$ cat config.mk
export PLATFORM = sky130hd
export DESIGN_NAME = fc_layer_sequencer
export DESIGN_NICKNAME = d
export VERILOG_FILES = /design/src/rtl/fc_layer_sequencer.sv
export SDC_FILE = /design/constraint.sdc
export NUM_CORES = 1
export LEC_CHECK = 0
export ABC_AREA = 0
export BUFFER_PORTS_ARGS = -buffer_cell sky130_fd_sc_hd__buf_4
export CORE_ASPECT_RATIO = 1.2
export CORE_MARGIN = 2
export CORE_UTILIZATION = 46
export CTS_CLUSTER_DIAMETER = 100
export DETAILED_ROUTE_END_ITERATION = 7
export GPL_ROUTABILITY_DRIVEN = 0
export PLACE_DENSITY = 0.77
export SLEW_MARGIN = 20
export SYNTH_ARGS = -nofsm -noshare
export SYNTH_HDL_FRONTEND = slang
export SYNTH_SLANG_ARGS = --single-unit
$ cat constraint.sdc
create_clock -name clk_i -period 1.98 [get_ports clk_i]
set_clock_uncertainty 0.1 [all_clocks]
set_input_delay 0.396 -clock clk_i [delete_from_list [all_inputs] [get_ports clk_i]]
set_output_delay 0.396 -clock clk_i [all_outputs]
set_load 0.02 [all_outputs]
$ cat src/rtl/fc_layer_sequencer.sv
// Sequencer for a fully connected layer: streams one frame of H input words to the
// neuron array with shared weight addressing, then triggers the bias add and holds the result.
module fc_layer_sequencer #(
    parameter int WORD_SIZE             = 16,
    parameter int PREVIOUS_LAYER_HEIGHT = 4,
    parameter int RAM_ADDRESS_BITS      = $clog2(PREVIOUS_LAYER_HEIGHT + 1)
) (
    input  logic                               clk_i,
    input  logic                               reset_i,
    input  logic                               valid_i,
    output logic                               ready_o,
    input  logic signed [WORD_SIZE-1:0]        data_i,
    output logic signed [WORD_SIZE-1:0]        data_o,
    output logic        [RAM_ADDRESS_BITS-1:0] w_addr_o,
    output logic                               sum_en_o,
    output logic                               add_bias_o,
    output logic                               valid_o,
    input  logic                               ready_i
);

    typedef enum logic [1:0] {StCollect, StBias, StApply, StDone} state_e;

    localparam logic [RAM_ADDRESS_BITS-1:0] LastIdx  = RAM_ADDRESS_BITS'(PREVIOUS_LAYER_HEIGHT - 1);
    localparam logic [RAM_ADDRESS_BITS-1:0] BiasAddr = RAM_ADDRESS_BITS'(PREVIOUS_LAYER_HEIGHT);

    state_e                      state_q;
    logic [RAM_ADDRESS_BITS-1:0] cnt_q;
    logic                        fire;

    assign ready_o  = (state_q == StCollect);
    assign fire     = valid_i && ready_o;
    // The bias lives one slot past the last weight in every neuron's ROM.
    assign w_addr_o = ready_o ? cnt_q : BiasAddr;

    always_ff @(posedge clk_i or posedge reset_i) begin
        if (reset_i) begin
            state_q    <= StCollect;
            cnt_q      <= '0;
            data_o     <= '0;
            sum_en_o   <= 1'b0;
            add_bias_o <= 1'b0;
            valid_o    <= 1'b0;
        end else begin
            // MAC enable trails the fire by one cycle to line up with the ROM read.
            sum_en_o   <= fire;
            add_bias_o <= 1'b0;
            if (fire) begin
                data_o <= data_i;
            end
            unique case (state_q)
                StCollect: begin
                    if (fire) begin
                        if (cnt_q == LastIdx) begin
                            cnt_q   <= '0;
                            state_q <= StBias;
                        end else begin
                            cnt_q <= cnt_q + RAM_ADDRESS_BITS'(1);
                        end
                    end
                end
                StBias: begin
                    add_bias_o <= 1'b1;
                    state_q    <= StApply;
                end
                StApply: begin
                    valid_o <= 1'b1;
                    state_q <= StDone;
                end
                StDone: begin
                    if (ready_i) begin
                        valid_o <= 1'b0;
                        state_q <= StCollect;
                    end
                end
            endcase
        end
    end

endmodule

[Yosys cells after proc, flatten, opt, wreduce, memory -nomap -nowiden]
Index checks and enable logic that the tools add are counted.
Word-level totals
  flip-flop bits (word level): 24
  bits of input ports: 20
  output and inout port bits: 23
Cells by class
  add/subtract/negate cells: 1
  equality and inequality tests: 7
  multiplexer cells: 9
  reductions and logical operators: 6
Operators by type and width (number)
  $pmux 2 s4: 1
  $mux 2: 3
  $mux 3: 2
  $eq 2x2->1 const B: 2
  $ne 2x1->1 const B: 2
  $reduce_and 2->1: 2
  $add 3x1->3 const B: 1
  $eq 3x2->1 const B: 1
  $reduce_and 3->1: 1
  $eq 2x1->1 const B: 1
  $logic_not 2->1: 1
  $mux 1: 2
  $ne 2x2->1 const B: 1
  $pmux 1 s2: 1
  $reduce_bool 2->1: 1
  $logic_and 1x1->1: 1

[Longest topological paths before layout]
Gate-level depths: netlist of the first run.
  depth in word-level cells: 4
  depth in mapped cells: 7
  mapped depth without buffers: 5

[Least setup slack after synthesis of the first run]
No wires, ideal clock.
  path kind: flip-flop to flip-flop
  from: register state_q[0]
  to: register data_o[0]
  library setup time: 0.128 ns
  arrival: 1.463 ns
  required time: 1.752 ns
  slack: 0.290 ns
  cell stages (with the launch flop): 7
  cells stage by stage: dfrtp_1 -> inv_1 -> ha_1 -> and2_1 -> clkbuf_1 -> buf_4 -> mux2_1
Between the ends
  cells in the longest elaborated chain, start to end: 2
RTL lines
  start, declared: RTL line 26  | state_e state_q;
  start signal, assigned: RTL line 37  | state_q <= StCollect;
  start signal, assigned: RTL line 55  | state_q <= StBias;
  start signal, assigned: RTL line 63  | state_q <= StApply;
  $logic_not 2->1: RTL line 30  | assign ready_o = (state_q == StCollect);
  $logic_and 1x1->1: RTL line 31  | assign fire = valid_i && ready_o;
  end signal, assigned: RTL line 48  | data_o <= data_i;
  end, declared: RTL line 13  | output logic signed [WORD_SIZE-1:0] data_o,
No other way between the ends.
A chain may end at the register's enable or synchronous reset.

[Final worst setup path of the first run]
  from: register state_q[0]
  to: output port w_addr_o[1]
Between the ends
  cells in the longest elaborated chain, start to end: 2
RTL lines
  $logic_not 2->1: RTL line 30
  $mux 3: RTL line 33  | assign w_addr_o = ready_o ? cnt_q : BiasAddr;
  end, declared: RTL line 14  | output logic [RAM_ADDRESS_BITS-1:0] w_addr_o,
No other way between the ends.

==> results of run 1 <==
-- sequential cells by signal, indices dropped and copies added, names as in the netlist --
| signal | cells |
|---|---|
| data_o | 16 |
| cnt_q | 3 |
| state_q | 2 |
| sum_en_o | 1 |
| add_bias_o | 1 |
| valid_o | 1 |
-- synthesized netlist by cell type (all sizes together) --
cell,n,area (µm²)
nand2b,1,13.8
a222oi,1,10.0
o21ai,2,10.0
nor2,1,3.75
clkinvlp,1,5.00
dfrtp,24,601
buf,2,15.0
clkbuf,1,3.75
and2,3,18.8
mux2i,1,10.0
inv,8,30.0
mux2,17,191
a21oi,3,15.0
ha,6,75.1
nand3,2,10.0
nand2,1,3.75
-- critical path: cells and delay by family (launching register included) --
kind / cells / cell delay [ns]
buffers and inverters: 2 / 0.27
DFF: 1 / 0.42
adders and majority gates: 1 / 0.23
and+or+nand+nor: 1 / 0.14
-- path summary, 6_finish.rpt --
check / startpoint / end / slack (ns)
min in group asynchronous: reset_i / data_o[14] / 0.50
max in group asynchronous: reset_i / data_o[11] / 0.76
worst max register to register: state_q[0] / state_q[1] / 0.26
worst min-delay path: ready_i / valid_o / 0.16
worst min register to register: data_o[6] / data_o[6] / 0.40
worst max-delay path: state_q[0] / w_addr_o[1] / 0.12
-- layer usage --
| metal | track usage | part of all wire |
|---|---|---|
| met5 | 0 | 0 |
| met3 | 0.0425 | 0.083 |
| met4 | 0.0595 | 0 |
| met2 | 0.258 | 0.51 |
| met1 | 0.168 | 0.41 |
-- kinds of logic (layout without fill, tap and decap cells) --
kind of cell / after synthesis / after routing / share of synthesized area
and+or+nand+nor: 8 / 8 / 0.0493
AOI/OAI and AO/OA: 6 / 6 / 0.0345
muxes: 18 / 18 / 0.198
adders and majority gates: 6 / 6 / 0.0739
DFF: 24 / 24 / 0.591
buffers and inverters: 12 / 58 / 0.0529
-- power groups by stage --
stage          sequential, mW  clock, mW  combinational (mW)
5_1_grt                 0.899      0.281                1.32
2_1_floorplan            1.10          0               0.490
3_5_place_dp            0.880          0                1.22
6_report                0.863      0.246                1.22
4_1_cts                 0.867      0.256                1.23
3_3_place_gp            0.861          0                1.19
-- layout make-up --
class	instances	area, µm²	area share
clock buffers	4	36.3	0.0254
repair buffers	45	353	0.247
multi-input cells	38	364	0.255
well taps	30	37.5	0.0263
flip-flops and latches	24	601	0.421
inverters	9	35.0	0.0246
-- through the flow --
step	power, mW	area, µm²	util	hold WS [ns]
after floorplan	1.59	1020	-	0.311
after global placement	2.05	1380	0.665	0.281
after detailed placement	2.10	1380	0.665	0.283
after CTS	2.35	1420	0.687	0.145
after global routing	2.50	1430	0.688	0.128
final	2.32	1430	0.688	0.156
-- timing repair --
action	4_1_cts	5_1_grt
hold endpoints to repair	8	0
hold buffers	1	0
resized for setup	0	1
setup endpoints to repair	0	2
==> flow_summary.toml, run 1 <==
[clock_tree]
clk_latency_ns = 0.30
cts_buffer_depth = 2
root_buffer = "clkbuf_4"
post_cts_buffers = 0
cts_tree = "built"
cts_buffers = 3
cts_sinks = 24
path_clk_slew_ns = 0.12
htreeDepth = 1

[worst_setup_path]
crit_path_max_incr_delay_ns = 0.42
crit_type = "reg2out"
reg2reg_depth = 4
crit_fanout = 5
crit_required_ns = 1.48
arrival_ns = 1.37
startpoint_type = "register"
cp-end-kind = "output port"
crit_chain = "inv_1 -> ha_2 -> and2_1 -> buf_4"
cpMaxStageDelayCell = "dfrtp_1"

[detailed_routing]
drt_first_pass_iters = 4
wl_um = 1800
routedWlPerCell_um = 12.0
ant_nets = 0
drtIter0Drc = 7
drc = 0
vias = 710
routed_via_density = 4.73

[die]
die_y_um = 55.5
num_io_pins = 43
initial_core_util = 0.490
die_w_um = 46.9
die_area_um2 = 2600
coreArea_um2 = 2070
rows = 18

[synthesis]
ys_types = 17
yosys_warnings = 0
avgSynthCellArea_um2 = 13.7
ys_seq_area_frac = 0.591
syn_inst = 74
syn_nets = 100
synth-seq-cells = 24
synth_area_um2 = 1020

[pwr]
powerDensity_nw_per_um2 = 1630
p_comb_frac = 0.523
p_switching_mw = 0.888
power_switching_share = 0.382
internal-power_mw = 1.44
clock_power_share = 0.106
p_seq_frac = 0.371
ir_drop_uv = 887
power.leakage_nw = 0.715

[cells_and_area]
drive_gt1_frac = 0.442
fillerInstances = 164
area_growth_pct = 40.4
final_common_cell = "buf_4"
antenna_cells = 0
final_cells = 150
final_nets = 147
final_cell_mix = "buf_4 (43), dfrtp_1 (24), mux2_1 (15)"

[global_routing]
grt_pass1_vias = 688
grt-ovfl-total = 0
grt_max_degree = 23
antenna_found_initial = 0
grt_pass1_wl_um = 2840
grt_usage = 0.151

[placed_design]
pre_cts_ws_ns = 0.213
place_hpwl_um = 1410
placedCellCount = 145
numPortBuffers = 42

[timing]
slew-limit-headroom = 0.708
setup_viol = 0
setup_tns_ns = 0
rsz0062_at_grt = "false"
setup_ws_ns = 0.118
timing.final.crit_period_ns = 1.86
slew_violations = 0
tightest_slew_ns = 0.439
fmax_mhz = 537
hold_viol_final = 0
finalCritPeriodShare = 0.940

[hold_path]
hold_path_depth = 2
hold_path_class = "in2reg"

[run]
timing.max_cap.violations = 0

[outcome]
status = "finished clean"
No activity file was read; power rests on OpenSTA's default activity.
==> run 2: changes to the inputs <==
- RECOVER_POWER: not set -> 100
==> run 2 against run 1 <==
Against the previous run:
- sequential share of layout area grew 0.074 points
- global-route usage stayed put
- highest routed layer unchanged
- wire length fell by 0.55%
- register-to-register slack barely moved
- critical path type unchanged
==> flow_summary.toml, run 2 (synthesis results as in run 1) <==
[cells_and_area]
fillerInstances = 164
largest_reg_flops = 16
area_growth_pct = 40.1
antenna_cells = 0
final_common_cell = "buf_4"
final_nets = 147
final_cells = 150
drive_gt1_frac = 0.442
final_cell_mix = "buf_4 (41), dfrtp_1 (24), mux2_1 (15)"
top_register = "data_o"
largestRegisters = "data_o x16, cnt_q x3, state_q x2"

[timing]
hold_viol_final = 0
fmax_mhz = 538
slew-limit-headroom = 0.708
finalCritPeriodShare = 0.940
timing.final.crit_period_ns = 1.86
setup_tns_ns = 0
rsz0062_at_grt = "false"
setup_viol = 0
tightest_slew_ns = 0.439
slew_violations = 0

[placed_design]
numPortBuffers = 42
placedCellCount = 145
place_hpwl_um = 1410

[detailed_routing]
drt_first_pass_iters = 4
vias = 708
wl_met3_um = 149
routed_via_density = 4.72
drc = 0
wl_um = 1790
top_layer_used = "met3"
wl_met2_um = 914
routedWlPerCell_um = 12.0
wl_met1_um = 729
drtIter0Drc = 6
ant_nets = 0

[worst_setup_path]
crit_fanout = 5
cp-end-kind = "output port"
crit_path_max_incr_delay_ns = 0.42
crit_type = "reg2out"
critPathTopFamily = "flip-flops"
startpoint_type = "register"
arrival_ns = 1.36
crit_required_ns = 1.48
cpMaxStageDelayCell = "dfrtp_1"
path_buf_inv = 2
crit_chain = "inv_1 -> ha_2 -> and2_1 -> buf_4"

[hold_path]
hold_path_class = "in2reg"

[global_routing]
grt_pass1_vias = 688
grt-ovfl-total = 0
antenna_found_initial = 0
grt_usage = 0.151
grt_max_degree = 23
grt_pass1_wl_um = 2840

[die]
coreArea_um2 = 2070
initial_core_util = 0.490
die_area_um2 = 2600
die_w_um = 46.9
num_io_pins = 43
rows = 18
die_y_um = 55.5

[run]
timing.max_cap.violations = 0

[clock_tree]
cts_buffer_depth = 2
clk_latency_ns = 0.30
path_clk_slew_ns = 0.12
cts_buffers = 3
cts_tree = "built"
cts_sinks = 24
post_cts_buffers = 0
root_buffer = "clkbuf_4"
htreeDepth = 1

[pwr]
power.total_mw = 2.32
powerDensity_nw_per_um2 = 1630
power.leakage_nw = 0.714
ir_drop_uv = 887

[outcome]
status = "finished clean"
==> run 2: metrics by stage <==
stage	instance area [µm²]	hold slack, ns	worst slack (ns)	utilization
2_1_floorplan	1020	0.311	0.290	-
3_3_place_gp	1380	0.281	0.278	0.665
3_5_place_dp	1380	0.283	0.213	0.665
4_1_cts	1420	0.145	0.105	0.687
5_1_grt	1420	0.128	0.00926	0.687
6_report	1420	0.157	0.120	0.687
==> run 2: worst reg2reg max path, delay by kind of cell (launching register included) <==
kind,cells,cell delay (ns)
compound gates,1,0.44
flops,1,0.40
mux,1,0.37
fa+ha+maj,1,0.22
buf+inv,1,0.10
==> run 2: worst paths after layout <==
kind / start / slack, ns / to / cells past startpoint
min in group asynchronous: reset_i / 0.49 / data_o[14] / 3
worst max-delay path: state_q[0] / 0.12 / w_addr_o[1] / 4
max in group asynchronous: reset_i / 0.62 / data_o[10] / 4
worst min register to register: data_o[6] / 0.40 / data_o[6] / 1
worst min-delay path: ready_i / 0.16 / valid_o / 2
worst max register to register: state_q[0] / 0.26 / state_q[1] / 4
==> run 2: layer usage <==
layer | vias to the layer above | track usage
li1 | 342 | -
met1 | 335 | 0.168
met2 | 31 | 0.258
met3 | 0 | 0.0425
met4 | 0 | 0.0595
met5 | - | 0
==> run 2: cell type report <==
cell class	count	area, µm²	area share
Sequential cell	24	601	0.422
Timing Repair Buffer	45	350	0.246
Tap cell	30	37.5	0.0264
Inverter	9	35.0	0.0246
Clock buffer	4	36.3	0.0255
Multi-Input combinational cell	38	364	0.256
==> run 2: where the power goes <==
part | leakage (nW) | internal [mW] | switching (mW)
logic | 0.406 | 0.587 | 0.627
registers | 0.288 | 0.737 | 0.126
clock network | 0.0210 | 0.112 | 0.133
total | 0.714 | 1.44 | 0.886
==> run 2: timing repair <==
item / CTS / global route
setup endpoints to repair: 0 / 2
endpoints found under the hold margin: 8 / 0
resized for setup: 0 / 1
hold buffers: 1 / 0
==> run 3: changes to the inputs <==
- PLACE_DENSITY: 0.77 -> 0.78
==> run 3 against run 2 <==
Against the previous run:
- non-clock buffer count unchanged
- sequential share of layout area increased by 3.1 points
- utilization fell by 4.8 points
- clock-buffer cell count did not move
- cell count is the same
- flip-flop and latch count is the same
- power fell by 8.6%
- global-route usage is 0.53 points higher
- maximum frequency down 1.1%
- clock power about the same
- worst hold slack got worse by 0.15 ns
- largest power group unchanged
- highest routed layer unchanged
==> flow_summary.toml, run 3 (synthesis results as in run 1) <==
[timing]
hold_ws_ns = 0.00356
tightest_slew_ns = 0.574
timing.final.crit_period_ns = 1.88
slew_violations = 0
finalCritPeriodShare = 0.950
slew-limit-headroom = 0.617
hold_viol_final = 0
setup_tns_ns = 0
setup_viol = 0
rsz0062_at_grt = "false"
fmax_mhz = 531

[die]
initial_core_util = 0.490
die_y_um = 55.5
die_w_um = 46.9
num_io_pins = 43
rows = 18
coreArea_um2 = 2070
die_area_um2 = 2600

[detailed_routing]
routedWlPerCell_um = 12.0
routed_via_density = 4.80
vias = 720
drtIter0Drc = 6
ant_nets = 0
drc = 0
wl_um = 1810
drt_first_pass_iters = 4

[worst_setup_path]
rr_endpoint = "data_o[9]"
reg2reg_depth = 5
crit_type = "reg2out"
cpMaxStageDelayCell = "dfrtp_1"
crit_chain = "inv_1 -> ha_2 -> and2_1 -> buf_2"
r2r-start = "state_q[0]"
r2r_slack_ns = 0.18
startpoint_type = "register"
arrival_ns = 1.39
crit_required_ns = 1.48
crit_fanout = 5
crit_path_max_incr_delay_ns = 0.42
cp-end-kind = "output port"

[global_routing]
grt_pass1_vias = 738
antenna_found_initial = 0
grt_max_degree = 15
grt-ovfl-total = 0
grt_usage = 0.157
grt_pass1_wl_um = 3010

[cells_and_area]
drive_gt1_frac = 0.275
antenna_cells = 0
largestRegisters = "data_o x16, cnt_q x3, state_q x2"
top_register = "data_o"
ff_latch_area_um2 = 601
area_growth_pct = 30.4
final_nets = 147
final_common_cell = "dfrtp_1"
multi_input_area_um2 = 364
largest_reg_flops = 16
fillerInstances = 199
final_cells = 150
final_cell_mix = "dfrtp_1 (24), clkbuf_1 (21), buf_4 (20)"

[clock_tree]
path_clk_slew_ns = 0.12
htreeDepth = 1
root_buffer = "clkbuf_4"
cts_buffer_depth = 2
cts_buffers = 3
cts_sinks = 24
cts_tree = "built"
clk_latency_ns = 0.30
post_cts_buffers = 0

[pwr]
power.leakage_nw = 0.633
powerDensity_nw_per_um2 = 1600
ir_drop_uv = 761

[outcome]
status = "finished clean"

[hold_path]
hold_path_class = "in2async"

[placed_design]
placedCellCount = 146
numPortBuffers = 42
place_hpwl_um = 1490

[run]
timing.max_cap.violations = 0
[run 3: cell types whose count changed in the layout (fill, tap and decap cells not counted), sizes merged]
cell,change
dlygate4sd3,-1
buf,-21
clkbuf,+22
[run 3: through the flow]
step	cell area [µm²]	setup WS, ns	util	power (mW)
floorplan	1020	0.290	-	1.59
CTS	1410	0.0928	0.680	2.34
detailed placement	1370	0.187	0.662	2.09
finish	1330	0.0984	0.639	2.12
global route	1330	0.0131	0.639	2.29
global placement	1370	0.271	0.662	2.04
[run 3: metal layers]
metal  up-vias  wire [µm]  track usage
li1        335          -            -
met1       356        706        0.188
met2        29        915        0.258
met3         0        185       0.0392
met4         0          0       0.0595
met5         -          0            0
[run 3: final cells by class]
cell class	count	share of cell area
Multi-Input combinational cell	38	0.275
Inverter	9	0.0264
Timing Repair Buffer	45	0.190
Clock buffer	4	0.0274
Sequential cell	24	0.453
Tap cell	30	0.0283
[run 3: power by group]
part | total [mW] | internal [mW] | switching (mW)
Clock | 0.244 | 0.112 | 0.132
Sequential | 0.858 | 0.736 | 0.122
Combinational | 1.02 | 0.390 | 0.629
[run 3: repair_timing]
item                       4_1_cts  5_1_grt
resized for setup                0        1
hold buffers                     0        0
setup endpoints to repair        0        1
[run 3: worst max-delay path by stage]
stage / startpoint / to / slack, ns / cells after the start
after floorplan: state_q[0] / data_o[0] / 0.29 / 6
after global placement: state_q[0] / state_q[1] / 0.27 / 4
after detailed placement: state_q[0] / state_q[1] / 0.19 / 4
after CTS: state_q[0] / w_addr_o[1] / 0.09 / 4
after global routing: state_q[0] / w_addr_o[1] / 0.01 / 4
final: state_q[0] / w_addr_o[1] / 0.1 / 4
[run 3: worst max-delay path, delay by kind of cell, from the launching register on]
family	cells	cell delay [ns]
flops	1	0.42
buf+inv	2	0.30
fa+ha+maj	1	0.23
simple gates	1	0.13
